File: src/rtl/button_debounce_pkg.sv
// Shared encodings and constants for the push-button debouncer.
package button_debounce_pkg;

    typedef enum logic [1:0] {
        ST_LOW    = 2'd0,
        ST_CHK_HI = 2'd1,
        ST_HIGH   = 2'd2,
        ST_CHK_LO = 2'd3
    } state_t;

    localparam logic [7:0] BOUNCE_MAX = 8'hFF;

    // Saturating increment: the debug counter holds at BOUNCE_MAX instead of wrapping.
    function automatic logic [7:0] sat_inc(input logic [7:0] v);
        return (v == BOUNCE_MAX) ? v : v + 8'd1;
    endfunction

endpackage

File: src/rtl/button_debounce_sync_ff_chain.sv
// Multi-flop synchroniser for an asynchronous single-bit input.
module button_debounce_sync_ff_chain #(
    parameter int   STAGES  = 2,
    parameter logic RST_VAL = 1'b0
) (
    input  logic clk,
    input  logic rst_l,
    input  logic i_d,
    output logic o_q
);

    logic [STAGES-1:0] r_sync;

    // Reset loads the idle pin level so no false edge appears on reset release.
    always_ff @(posedge clk or negedge rst_l) begin
        if (!rst_l) begin
            r_sync <= {STAGES{RST_VAL}};
        end else begin
            r_sync <= {r_sync[STAGES-2:0], i_d};
        end
    end

    assign o_q = r_sync[STAGES-1];

endmodule

File: src/rtl/button_debounce.sv
// Push-button conditioner: synchronise, debounce with a stability counter,
// emit a clean level, rise/fall strobes and a saturating bounce count.
module button_debounce
    import button_debounce_pkg::*;
#(
    parameter int SYNC_STAGES     = 2,
    parameter int DEBOUNCE_CYCLES = 500000,
    parameter bit IN_ACTIVE_LOW   = 1'b0,
    parameter int CNT_W           = 20
) (
    input  logic       clk,
    input  logic       rst_l,
    input  logic       ub_raw,
    input  logic       bounce_clr,
    output logic       ub_clean,
    output logic       ub_rise,
    output logic       ub_fall,
    output logic [7:0] bounce_cnt
);

    localparam logic [CNT_W-1:0] CNT_LAST = CNT_W'(DEBOUNCE_CYCLES - 1);

    logic             w_sync_q;
    logic             w_s;
    logic             w_cnt_done;

    state_t           r_state;
    state_t           w_state_nxt;
    logic [CNT_W-1:0] r_cnt;
    logic [CNT_W-1:0] w_cnt_nxt;
    logic             r_clean;
    logic             w_clean_nxt;
    logic             r_rise;
    logic             w_rise_nxt;
    logic             r_fall;
    logic             w_fall_nxt;
    logic [7:0]       r_bounce;
    logic [7:0]       w_bounce_nxt;
    logic             w_bounce_inc;

    button_debounce_sync_ff_chain #(
        .STAGES  (SYNC_STAGES),
        .RST_VAL (IN_ACTIVE_LOW)
    ) u_sync (
        .clk   (clk),
        .rst_l (rst_l),
        .i_d   (ub_raw),
        .o_q   (w_sync_q)
    );

    // Normalise polarity so w_s = 1 always means "pressed".
    assign w_s        = w_sync_q ^ IN_ACTIVE_LOW;
    assign w_cnt_done = (r_cnt == CNT_LAST);

    // NOTE: sequential state uses non-blocking assignments so every flop samples pre-edge values.
    always_ff @(posedge clk or negedge rst_l) begin
        if (!rst_l) begin
            r_state  <= ST_LOW;
            r_cnt    <= '0;
            r_clean  <= 1'b0;
            r_rise   <= 1'b0;
            r_fall   <= 1'b0;
            r_bounce <= '0;
        end else begin
            r_state  <= w_state_nxt;
            r_cnt    <= w_cnt_nxt;
            r_clean  <= w_clean_nxt;
            r_rise   <= w_rise_nxt;
            r_fall   <= w_fall_nxt;
            r_bounce <= w_bounce_nxt;
        end
    end

    always_comb begin
        w_state_nxt = r_state;
        case (r_state)
            ST_LOW: begin
                if (w_s) w_state_nxt = ST_CHK_HI;
            end
            ST_CHK_HI: begin
                if (!w_s)           w_state_nxt = ST_LOW;
                else if (w_cnt_done) w_state_nxt = ST_HIGH;
            end
            ST_HIGH: begin
                if (!w_s) w_state_nxt = ST_CHK_LO;
            end
            ST_CHK_LO: begin
                if (w_s)            w_state_nxt = ST_HIGH;
                else if (w_cnt_done) w_state_nxt = ST_LOW;
            end
            default: w_state_nxt = ST_LOW;
        endcase
    end

    // NOTE: every output of this block gets a default first, so no path can infer a latch.
    always_comb begin
        w_cnt_nxt    = r_cnt;
        w_clean_nxt  = r_clean;
        w_rise_nxt   = 1'b0;
        w_fall_nxt   = 1'b0;
        w_bounce_inc = 1'b0;
        case (r_state)
            ST_LOW: begin
                if (w_s) w_cnt_nxt = '0;
            end
            ST_CHK_HI: begin
                if (!w_s) begin
                    w_bounce_inc = 1'b1;
                end else if (w_cnt_done) begin
                    w_clean_nxt = 1'b1;
                    w_rise_nxt  = 1'b1;
                end else begin
                    w_cnt_nxt = r_cnt + CNT_W'(1);
                end
            end
            ST_HIGH: begin
                if (!w_s) w_cnt_nxt = '0;
            end
            ST_CHK_LO: begin
                if (w_s) begin
                    w_bounce_inc = 1'b1;
                end else if (w_cnt_done) begin
                    w_clean_nxt = 1'b0;
                    w_fall_nxt  = 1'b1;
                end else begin
                    w_cnt_nxt = r_cnt + CNT_W'(1);
                end
            end
            default: begin
                w_cnt_nxt   = '0;
                w_clean_nxt = 1'b0;
            end
        endcase

        // Clear has priority over a coincident rejected bounce.
        if (bounce_clr)        w_bounce_nxt = '0;
        else if (w_bounce_inc) w_bounce_nxt = sat_inc(r_bounce);
        else                   w_bounce_nxt = r_bounce;
    end

    assign ub_clean   = r_clean;
    assign ub_rise    = r_rise;
    assign ub_fall    = r_fall;
    assign bounce_cnt = r_bounce;

endmodule

File: config.mk
export PLATFORM = sky130hd
export DESIGN_NAME = button_debounce
export DESIGN_NICKNAME = d
export VERILOG_FILES = /design/src/rtl/button_debounce_pkg.sv /design/src/rtl/button_debounce_sync_ff_chain.sv /design/src/rtl/button_debounce.sv
export SDC_FILE = /design/constraint.sdc
export NUM_CORES = 1
export LEC_CHECK = 0
export ABC_AREA = 1
export CORE_UTILIZATION = 55
export DETAILED_ROUTE_END_ITERATION = 16
export PLACE_DENSITY = 0.74
export SYNTH_ARGS = -nofsm -noshare
export SYNTH_HDL_FRONTEND = slang
export SYNTH_SLANG_ARGS = --single-unit
File: constraint.sdc
create_clock -name clk -period 3.2 [get_ports clk]
set_clock_uncertainty 0.2 [all_clocks]
set_input_delay 0.32 -clock clk [delete_from_list [all_inputs] [get_ports clk]]
set_output_delay 0.32 -clock clk [all_outputs]
set_load 0.1 [all_outputs]
# [Word level (Yosys, flattened, before mapping)]
# Cells that the tools add are included.
[totals] register_bits=35 inputBits=4 output_inout_bits=11 wordCells=59
[op_classes] n_addsub=2 n_eq_ne=14 n_mux=29 reduce_logical=7
[op_table] op="20-bit 2-to-1 mux" count=5
[op_table] op="20-bit one-hot mux with 4 select lines" count=1
[op_table] op="8-bit 2-to-1 mux" count=3
[op_table] op="20-bit by 1-bit adder with 20-bit output (second input constant)" count=1
[op_table] op="20-bit by 19-bit equality test with 1-bit output (second input constant)" count=1
[op_table] op="2-bit 2-to-1 mux" count=6
[op_table] op="1-bit 2-to-1 mux" count=11
[op_table] op="2-bit != test (second input constant)" count=5
[op_table] op="8-bit by 1-bit adder with 8-bit output (second input constant)" count=1
[op_table] op="8-bit equality test (second input constant)" count=1
[op_table] op="2-bit one-hot mux with 4 select lines" count=1
[op_table] op="4-bit AND reduction" count=2
[op_table] op="5-bit AND reduction" count=1
[op_table] op="2-bit equality test (second input constant)" count=2
[op_table] op="2-bit by 1-bit != test with 1-bit output (second input constant)" count=2
[op_table] op="1-bit one-hot mux with 2 select lines" count=2
[op_table] op="2-bit nonzero test" count=2
[op_table] op="3-bit by 2-bit != test with 1-bit output (second input constant)" count=1
[op_table] op="3-bit != test (second input constant)" count=1
[op_table] op="2-bit by 1-bit equality test with 1-bit output (second input constant)" count=1
[op_table] op="2-bit zero test" count=1
[op_table] op="2-bit AND reduction" count=1

# [Longest topological paths before layout]
# Gate-level depths: netlist of the first run.
[depth] word_depth=4 depth_mapped=11 mapped_depth_nobuf=10

# [By module]
# From an unflattened synthesis of the first run, not the netlist that was laid out.
[hier_totals] hier_cells=281 area_unflattened_um2=2099.5
[by_module_without_submodules] mod="button_debounce" instances=1 cells_each=279 area_per_inst_um2=2049.5 seq_area_each_um2=825.8
[by_module_without_submodules] mod="button_debounce_sync_ff_chain" instances=1 cells_each=2 area_per_inst_um2=50.0 seq_area_each_um2=50.0

# [Worst setup path after synthesis of the first run]
# Ideal clock, no wire load.
[synth_path] kind="register to register" startpoint="reg r_bounce[0], in the netlist bounce_cnt[0]" endpoint="reg r_bounce[4], in the netlist bounce_cnt[4]" setup_time_ns=0.083 t_arrival_ns=2.122 t_required_ns=2.917 slack_ns=0.796 stages_incl_launch_ff=10 n_path_buf=0 synth_period_minus_slack_ns=2.404 cell_sequence="dfrtp_1 > ha_1 > nand3_1 > nor2_1 > nand3_1 > nand3_1 > nand2_1 > inv_1 > nand2_1 > o21ai_0"
[synth_between] elab_chain_cells=4 elab_cells_between_ends=7 cone_classes="1 x add/sub; 2 x eq/ne; 3 x mux; 1 x reduce/logical"
[synth_lines] element="start: declaration" line="button_debounce.sv:37" text="logic [7:0] r_bounce;"
[synth_lines] element="start signal: assignment" line="button_debounce.sv:70" text="r_bounce <= w_bounce_nxt;"
[synth_lines] element="8-bit by 1-bit adder with 8-bit output" line="button_debounce_pkg.sv:15" text="return (v == BOUNCE_MAX) ? v : v + 8'd1;"
[synth_lines] element="8-bit 2-to-1 mux" line="button_debounce_pkg.sv:15"
[synth_lines] element="8-bit 2-to-1 mux" line="button_debounce.sv:137" text="else if (w_bounce_inc) w_bounce_nxt = sat_inc(r_bounce);"
[synth_lines] element="8-bit 2-to-1 mux" line="button_debounce.sv:136" text="if (bounce_clr) w_bounce_nxt = '0;"
# Several ways; a longest one is shown, not always the timed one. The select of a mux whose other input is x is not followed.
# A chain may end at the register's enable or synchronous reset.

# [Worst setup path after layout of the first run]
[layout_path] startpoint="reg r_rise, in the netlist ub_rise" endpoint="out ub_rise"
[layout_rtl] element="start: declaration" line="button_debounce.sv:33" text="logic r_rise;"
[layout_rtl] element="start signal: assignment" line="button_debounce.sv:68" text="r_rise <= w_rise_nxt;"
[layout_rtl] element="end: declaration" line="button_debounce.sv:16" text="output logic ub_rise,"
# No word-level cell between the ends.

==> impl_metrics.csv, run 1 <==
group,metric,value,unit
floorplanning,num_io_pins,15,
power,power.density,387,nW/um2
sta,timing.slew.headroom,0.349,
critical_path,r2r_start,"r_cnt[0]$_DFFE_PN0P_",
drt,drtAntennaViolNets,0,
yosys,ys_ff_latch,35,
finish,fillerInstances,338,
critical_path,crit_start,"ub_rise$_DFF_PN0_",
sta,worst_slew_pin_slew,0.974,ns
place,placedCellCount,354,
critical_path,r2r_cells,8,
critical_path,slowest_delay,1.13,ns
worst_hold_path,hp-class,"reg -> reg",
sta,hold_viol_final,0,
drt,drtIter0Drc,192,
worst_hold_path,hold_end,"u_sync.r_sync[1]$_DFF_PN0_",
sta,rsz0062_at_grt,"false",
floorplanning,start_util,0.570,
critical_path,critPathRequiredTime,2.68,ns
finish,layout-drive-gt1-share,0.0794,
drt,drt_wl_total,4240,um
sta,slew_viol_final,0,
finish,finalNetCount,320,
place,hpwl,3160,um
global_routing,antenna_found_initial,0,
place,dpl_cell_area,2220,um2
critical_path,critPathKind,"reg -> out",
yosys,yosys.area.top_type,"dfrtp_1",
sta,finalCritPeriodShare,0.711,
finish,area_delta_synth_final,11.3,%
yosys,synthTopCellsByArea,"dfrtp_1 (42%), nand2_1 (17%), nor2_1 (7.6%)",
cts,htree_levels,2,
sta,max_freq,439,MHz
finish,seq_area,876,um2
yosys,syn-cell-area,2090,um2
critical_path,cp-end-kind,"primary output",
global_routing,grt_start_max_net_pins,36,
finish,fin_area,2320,um2
sta,fin_hold_ws,0.165,ns
finish,diodes,0,
yosys,ys_types,24,
critical_path,worst_path_max_delay_cell,"clkdlybuf4s50_1",
global_routing,track_usage,0.235,
power,peakVddDrop,0.285,mV
worst_hold_path,whs_path_depth,0,
critical_path,path_cells,"clkdlybuf4s50_1",
cts,cts.sinks,35,
place,gp_congestion,0.860,
finish,fin_cells,363,
yosys,synth_area_per_cell,7.05,um2
floorplanning,die_h,63.6,um
cts,cts_tree,"yes",
critical_path,worstSetupPathDepth,1,
critical_path,rrSetupSlack,1.09,ns
drt,wl_per_cell,11.7,um
cts,cts_root_buf,"clkbuf_8",
critical_path,r2r_end,"r_cnt[15]$_DFFE_PN0P_",
floorplanning,core_area,3660,um2
global_routing,grt_overflow_total,0,
critical_path,critPathMaxFanout,1,
sta,tns,0,ns
run,drv_cap,0,
global_routing,grt_pass1_wl,7370,um
cts,cts_max_path_buffers,2,
yosys,yosysWarningCount,0,
drt,dr.pass1.iters,4,
floorplanning,row_count,22,
finish,multiInputGateArea,1050,um2
finish,mostFrequentLayoutCell,"nand2_1",
worst_hold_path,hp-start,"u_sync.r_sync[0]$_DFF_PN0_",
yosys,synth_top_area_frac,0.420,
critical_path,cp-start-kind,"flip-flop",
yosys,netlist_instances,296,
yosys,syn_nets,302,
cts,cts_buffers,5,
sta,period_needed,2.28,ns
status,status,"finished clean",
place,numPortBuffers,14,
critical_path,critPathBufInv,1,
finish,layout_common_cells,"nand2_1 (94), nor2_1 (42), dfrtp_1 (35), inv_1 (30), nand3_1 (30)",
floorplanning,die_w,63.6,um
critical_path,critPathTopFamily,"buffers and inverters",
yosys,ys_seq_area_frac,0.420,
power,leakage,1.07,nW
drt,vias,1803,
cts,cts.reportedPaths.clkPinSlew,0.08,ns
floorplanning,die_area,4040,um2
sta,setup-violations-final,0,
global_routing,grt_pass1_vias,1660,
cts,clk-insertion-delay-late,0.29,ns
power,total_power,0.898,mW
drt,via_per_inst,4.97,
drt,drc,0,
critical_path,cp.arrival,1.76,ns
-- cell type report --
cell class	count	area share
clock buffers	5	0.0296
clock inverters	3	0.0108
inverters	32	0.0517
multi-input cells	225	0.452
flip-flops and latches	35	0.377
well taps	48	0.0259
repair buffers	15	0.0528
-- layer usage --
layer | GRT usage | wire length (um) | up-vias | part of all wire
li1 | - | - | 972 | -
met1 | 0.327 | 2200 | 800 | 0.52
met2 | 0.366 | 1860 | 24 | 0.44
met3 | 0.0489 | 120 | 7 | 0.028
met4 | 0.0682 | 58 | 0 | 0.014
met5 | 0 | 0 | - | 0
-- how the worst max path moves through the flow --
stage	end	slack, ns
6_report	ub_rise	0.92
5_1_grt	ub_rise	0.89
4_1_cts	ub_rise	0.91
3_5_place_dp	r_cnt[9]$_DFFE_PN0P_	1.10
3_3_place_gp	r_cnt[19]$_DFFE_PN0P_	1.20
2_1_floorplan	bounce_cnt[4]$_DFFE_PN0P_	0.80
-- sequential cells by signal, indices dropped and copies added, names as in the netlist, named ones only --
register and cells:
bounce_cnt 8, r_state 1, r_cnt 20, u_sync.r_sync 2, ub_fall 1, ub_rise 1, ub_clean 1
-- cells by family after synthesis --
| kind of cell | after synthesis | synth area share |
|---|---|---|
| AND/OR/NAND/NOR | 186 | 0.379 |
| AO/OA/AOI/OAI | 25 | 0.0611 |
| flip-flops | 35 | 0.420 |
| adder cells (fa/ha/maj) | 2 | 0.0120 |
| XOR/XNOR | 12 | 0.0504 |
| buffers and inverters | 36 | 0.0773 |
-- what timing repair did --
action | CTS | global route
setup buffers | 0 | 0
resized for setup | 0 | 0
hold buffers | 1 | 0
hold endpoints to repair | 35 | 0
-- where the power goes --
part           switching, mW  leakage [nW]  internal (mW)  total (mW)
logic                 0.0697         0.541         0.0214      0.0910
clock network          0.175        0.0443          0.155       0.330
registers             0.0219         0.480          0.455       0.477
total                  0.266          1.07          0.632       0.898
-- Yosys cell counts --
| cell type | n |
|---|---|
| inv_2 | 1 |
| nor2_1 | 42 |
| or2_1 | 1 |
| a21oi_1 | 3 |
| nand4_1 | 5 |
| or2_2 | 1 |
| o21bai_1 | 1 |
| nor3_1 | 4 |
| xor2_1 | 12 |
| nand2_1 | 94 |
| nand3b_1 | 2 |
| buf_6 | 3 |
| nand2_2 | 3 |
| o21ai_0 | 17 |
| clkinv_1 | 1 |
| ha_1 | 2 |
| dfrtp_1 | 35 |
| nand3_2 | 1 |
| clkbuf_4 | 1 |
| inv_1 | 30 |
| and2_1 | 2 |
| o21ai_1 | 4 |
| nor2_4 | 1 |
| nand3_1 | 30 |
-- per-stage QoR --
step | utilization | worst slack (ns)
2_1_floorplan | - | 0.796
3_3_place_gp | 0.606 | 1.20
3_5_place_dp | 0.606 | 1.10
4_1_cts | 0.634 | 0.907
5_1_grt | 0.634 | 0.890
6_report | 0.634 | 0.924
(Power assumes the default switching activity.)
==> inputs of run 2 (changes only) <==
- CORE_UTILIZATION: 55 -> 52
- clock period: 3.2 -> 1.8 ns (I/O delays scaled with it)
==> impl_metrics.csv, run 2 (synthesis gave the netlist of run 1 again) <==
group,metric,value,unit
drt,drt_wl_total,5250,um
place,pre_cts_ws,0.0221,ns
worst_hold_path,hp-class,"in -> async",
drt,dr.pass1.iters,5,
place,dpl_cell_area,2530,um2
critical_path,cp.arrival,1.83,ns
critical_path,cp-end-kind,"flip-flop",
global_routing,track_usage,0.259,
critical_path,critPathMaxFanout,6,
drt,via_per_inst,5.18,
critical_path,r2r_end,"r_cnt[9]$_DFFE_PN0P_",
global_routing,antenna_found_initial,0,
critical_path,r2r_cells,10,
critical_path,critPathKind,"reg -> reg",
place,gp_congestion,0.890,
sta,tns,-0.0128,ns
cts,clk-insertion-delay-late,0.29,ns
floorplanning,die_area,4270,um2
sta,fin_hold_ws,0.104,ns
finish,top_register,"r_cnt",
drt,wl_met1,2350,um
drt,drtAntennaViolNets,0,
sta,setup-violations-final,2,
drt,wl_per_cell,13.5,um
drt,vias,2009,
cts,cts_root_buf,"clkbuf_8",
drt,drtIter0Drc,123,
critical_path,rrSetupSlack,-0.008,ns
cts,cts_tree,"yes",
cts,cts_max_path_buffers,2,
global_routing,grt_start_max_net_pins,24,
sta,timing.slew.headroom,0.780,
floorplanning,die_w,65.4,um
sta,finalCritPeriodShare,1.00,
sta,rsz0062_at_grt,"true",
cts,cts.reportedPaths.clkPinSlew,0.08,ns
sta,timing.final.ws_setup,-0.00789,ns
floorplanning,row_count,22,
place,numPortBuffers,14,
cts,htree_levels,2,
drt,dr_wl_met2,2610,um
finish,layout_common_cells,"nand2_1 (79), nor2_1 (39), inv_1 (29), nand3_1 (29), dfrtp_1 (27)",
status,status,"finished, violations left",
critical_path,critPathRequiredTime,1.82,ns
floorplanning,start_util,0.557,
power,leakage,1.28,nW
status,violations,"negative setup slack",
cts,cts.sinks,35,
global_routing,grt_pass1_vias,1889,
sta,period_needed,1.81,ns
drt,highest_layer,"met4",
finish,final_core_util,0.751,
finish,diodes,0,
power,total_power,1.82,mW
finish,mostFrequentLayoutCell,"nand2_1",
finish,largest_register_ffs,20,
power,power.density,648,nW/um2
finish,fin_area,2810,um2
floorplanning,core_area,3740,um2
run,drv_cap,0,
global_routing,grt_overflow_total,0,
finish,fin_cells,388,
power,peakVddDrop,0.740,mV
drt,drc,0,
place,placedCellCount,372,
floorplanning,die_h,65.4,um
sta,worst_slew_pin_slew,0.327,ns
finish,area_delta_synth_final,34.8,%
sta,max_freq,553,MHz
sta,slew_viol_final,0,
critical_path,r2r_start,"r_cnt[1]$_DFFE_PN0P_",
floorplanning,num_io_pins,15,
place,hpwl,3690,um
cts,cts_buffers,5,
finish,layout-drive-gt1-share,0.241,
critical_path,cp-start-kind,"flip-flop",
global_routing,grt_pass1_wl,8360,um
drt,wl_met3,180,um
sta,hold_viol_final,0,
finish,finalNetCount,345,
==> run 2: cell types whose count changed in the layout (fill, tap and decap cells not counted), sizes merged <==
cell | before | now
buf | 10 | 35
clkbuf | 5 | 7
clkdlybuf4s50 | 4 | 2
clkinvlp | 1 | 0
bufinv | 0 | 1
==> run 2: what timing repair did <==
item	in CTS	in global routing
resized for setup	0	32
setup buffers	0	4
hold buffers	1	0
setup endpoints to repair	0	25
endpoints found under the hold margin	35	0
==> run 2: area by class of cell <==
| class | instances | area [um2] |
|---|---|---|
| multi-input combinational | 225 | 1130 |
| fill | 274 | 931 |
| sequential | 35 | 891 |
| timing repair buffer | 40 | 494 |
| inverter | 32 | 120 |
| clock buffer | 5 | 68.8 |
| tap | 48 | 60.1 |
| clock inverter | 3 | 43.8 |
==> run 2: per-layer routing <==
metal,track usage,vias to the layer above
li1,-,1022
met1,0.316,924
met2,0.452,50
met3,0.0486,13
met4,0.0897,0
met5,0,-
==> run 2: critical path, stage by stage, from the launching register on <==
cell	delay, ns
dfrtp_1	0.38
ha_2	0.22
nand2_4	0.07
nor2_4	0.18
inv_2	0.05
nor2_2	0.09
nand3_2	0.12
nand2_4	0.16
clkbuf_16	0.17
nand2_2	0.04
o21ai_1	0.06
==> run 2: power breakdown <==
part           internal, mW  switching [mW]  total (mW)
Sequential            0.812          0.0284       0.841
Combinational        0.0980           0.169       0.267
Clock                 0.412           0.304       0.716
==> run 2: worst max-delay path by stage <==
stage                               from                        end  slack (ns)  cells after the start
5_1_grt             r_cnt[1]$_DFFE_PN0P_       r_cnt[0]$_DFFE_PN0P_       -0.10                     10
6_report            r_cnt[1]$_DFFE_PN0P_       r_cnt[9]$_DFFE_PN0P_      -0.008                     10
3_3_place_gp        r_cnt[1]$_DFFE_PN0P_      r_cnt[18]$_DFFE_PN0P_        0.09                      8
2_1_floorplan  bounce_cnt[0]$_DFFE_PN0P_  bounce_cnt[5]$_DFFE_PN0P_       0.003                      8
4_1_cts             r_cnt[1]$_DFFE_PN0P_      r_cnt[18]$_DFFE_PN0P_       0.003                      8
3_5_place_dp        r_cnt[1]$_DFFE_PN0P_      r_cnt[18]$_DFFE_PN0P_        0.02                      8
==> inputs of run 3 (changes only) <==
--- a/config.mk
+++ b/config.mk
@@ -10,4 +10,5 @@
 export DETAILED_ROUTE_END_ITERATION = 16
 export PLACE_DENSITY = 0.74
+export RECOVER_POWER = 50
 export SYNTH_ARGS = -nofsm -noshare
 export SYNTH_HDL_FRONTEND = slang
==> constraint.sdc (replaced) <==
create_clock -name clk -period 1.8 [get_ports clk]
set_clock_uncertainty 0.2 [all_clocks]
set_input_delay 0.27 -clock clk [delete_from_list [all_inputs] [get_ports clk]]
set_output_delay 0.27 -clock clk [all_outputs]
set_load 0.1 [all_outputs]
==> impl_metrics.csv, run 3 (synthesis gave the netlist of run 1 again) <==
group,metric,value,unit
status,status,"finished, violations left",
status,violations,"negative setup slack",
critical_path,rrSetupSlack,-0.006,ns
critical_path,cp-end-kind,"flip-flop",
global_routing,grt_pass1_vias,1805,
critical_path,crit_start,"r_cnt[1]$_DFFE_PN0P_",
finish,multiInputGateArea,1130,um2
finish,area_delta_synth_final,33.2,%
sta,timing.slew.headroom,0.420,
critical_path,cp-start-kind,"flip-flop",
global_routing,grt_pass1_wl,7960,um
worst_hold_path,hp-class,"reg -> reg",
worst_hold_path,hp-start,"u_sync.r_sync[0]$_DFF_PN0_",
finish,fillerInstances,291,
place,numPortBuffers,14,
floorplanning,num_io_pins,15,
power,peakVddDrop,0.538,mV
floorplanning,die_h,65.4,um
finish,fin_area,2780,um2
critical_path,critPathKind,"reg -> reg",
cts,htree_levels,2,
power,leakage,1.25,nW
global_routing,track_usage,0.248,
cts,clk-insertion-delay-late,0.29,ns
critical_path,critPathMaxFanout,6,
cts,cts_max_path_buffers,2,
sta,tns,-0.00637,ns
cts,cts.reportedPaths.clkPinSlew,0.07,ns
finish,layout_common_cells,"nand2_1 (80), nor2_1 (38), inv_1 (29), nand3_1 (28), dfrtp_1 (27)",
place,gp_congestion,0.896,
critical_path,cp.arrival,1.83,ns
finish,finalNetCount,342,
power,power.density,620,nW/um2
sta,setup-violations-final,1,
floorplanning,die_w,65.4,um
cts,cts_buffers,5,
cts,cts_tree,"yes",
run,drv_cap,0,
global_routing,grt_overflow_total,0,
sta,max_freq,554,MHz
sta,hold_viol_final,0,
drt,vias,2010,
finish,layout-drive-gt1-share,0.237,
finish,top_register,"r_cnt",
sta,finalCritPeriodShare,1.00,
sta,worst_slew_pin_slew,0.871,ns
cts,cts_root_buf,"clkbuf_8",
drt,drtAntennaViolNets,0,
sta,rsz0062_at_grt,"true",
drt,drt_wl_total,5130,um
finish,diodes,0,
sta,slew_viol_final,0,
sta,timing.final.ws_setup,-0.00637,ns
sta,period_needed,1.81,ns
global_routing,grt_start_max_net_pins,36,
place,dpl_cell_area,2520,um2
finish,seq_area,891,um2
critical_path,r2r_start,"r_cnt[1]$_DFFE_PN0P_",
finish,largest_register_ffs,20,
place,hpwl,3540,um
drt,drc,0,
drt,wl_per_cell,13.3,um
floorplanning,die_area,4270,um2
drt,dr.pass1.iters,4,
drt,via_per_inst,5.22,
cts,cts.sinks,35,
floorplanning,start_util,0.557,
finish,mostFrequentLayoutCell,"nand2_1",
floorplanning,core_area,3740,um2
global_routing,antenna_found_initial,0,
critical_path,critPathRequiredTime,1.82,ns
floorplanning,row_count,22,
drt,drtIter0Drc,101,
run 3: stage by stage:
step / total power, mW / utilization / cells / hold slack (ns) / worst slack, ns
floorplan: 0.987 / - / 296 / -0.226 / 0.00320
global placement: 1.06 / 0.674 / 371 / 0.129 / 0.0935
detailed placement: 1.07 / 0.674 / 371 / 0.135 / 0.0567
CTS: 1.71 / 0.705 / 380 / 0.156 / 0.0455
global route: 1.79 / 0.742 / 385 / 0.159 / -0.0922
finish: 1.72 / 0.742 / 385 / 0.152 / -0.00637
run 3: what timing repair did:
action                                 in CTS  in global routing
resized for setup                           0                 31
buffers inserted                            0                  2
endpoints found under the hold margin      35                  0
setup endpoints to repair                   0                 27
hold buffers                                1                  0
run 3: worst max-delay path, stage by stage (launching register included):
cell and delay [ns]:
dfrtp_1 0.38, ha_2 0.22, nand2_4 0.07, nor2_4 0.17, inv_2 0.05, nor2_2 0.11, nand3_2 0.12, nand2_4 0.15
clkbuf_16 0.16, nand2_1 0.04, o21ai_1 0.07
run 3: final timing paths:
check | endpoint | cells past startpoint
worst max-delay path | r_cnt[13]$_DFFE_PN0P_ | 10
worst min register to register | u_sync.r_sync[1]$_DFF_PN0_ | 0
min in group asynchronous | r_cnt[15]$_DFFE_PN0P_ | 3
max in group asynchronous | bounce_cnt[1]$_DFFE_PN0P_ | 3
worst max register to register | r_cnt[13]$_DFFE_PN0P_ | 10
worst min-delay path | u_sync.r_sync[1]$_DFF_PN0_ | 0
run 3: cell type report:
class,instances,share of cell area
Multi-Input combinational cell,225,0.408
Sequential cell,35,0.321
Timing Repair Buffer,37,0.169
Inverter,32,0.0432
Clock buffer,7,0.0347
Tap cell,48,0.0216
Clock inverter,1,0.00270
run 3: metal layers:
metal	vias to the layer above	part of all wire	track usage
met4	0	0.024	0.106
met5	-	0	0
li1	1017	-	-
met2	50	0.50	0.416
met3	11	0.042	0.0608
met1	932	0.43	0.301
run 3: where the power goes:
part / switching, mW / internal (mW)
Clock: 0.283 / 0.348
Sequential: 0.0286 / 0.813
Combinational: 0.160 / 0.0897
Total: 0.472 / 1.25
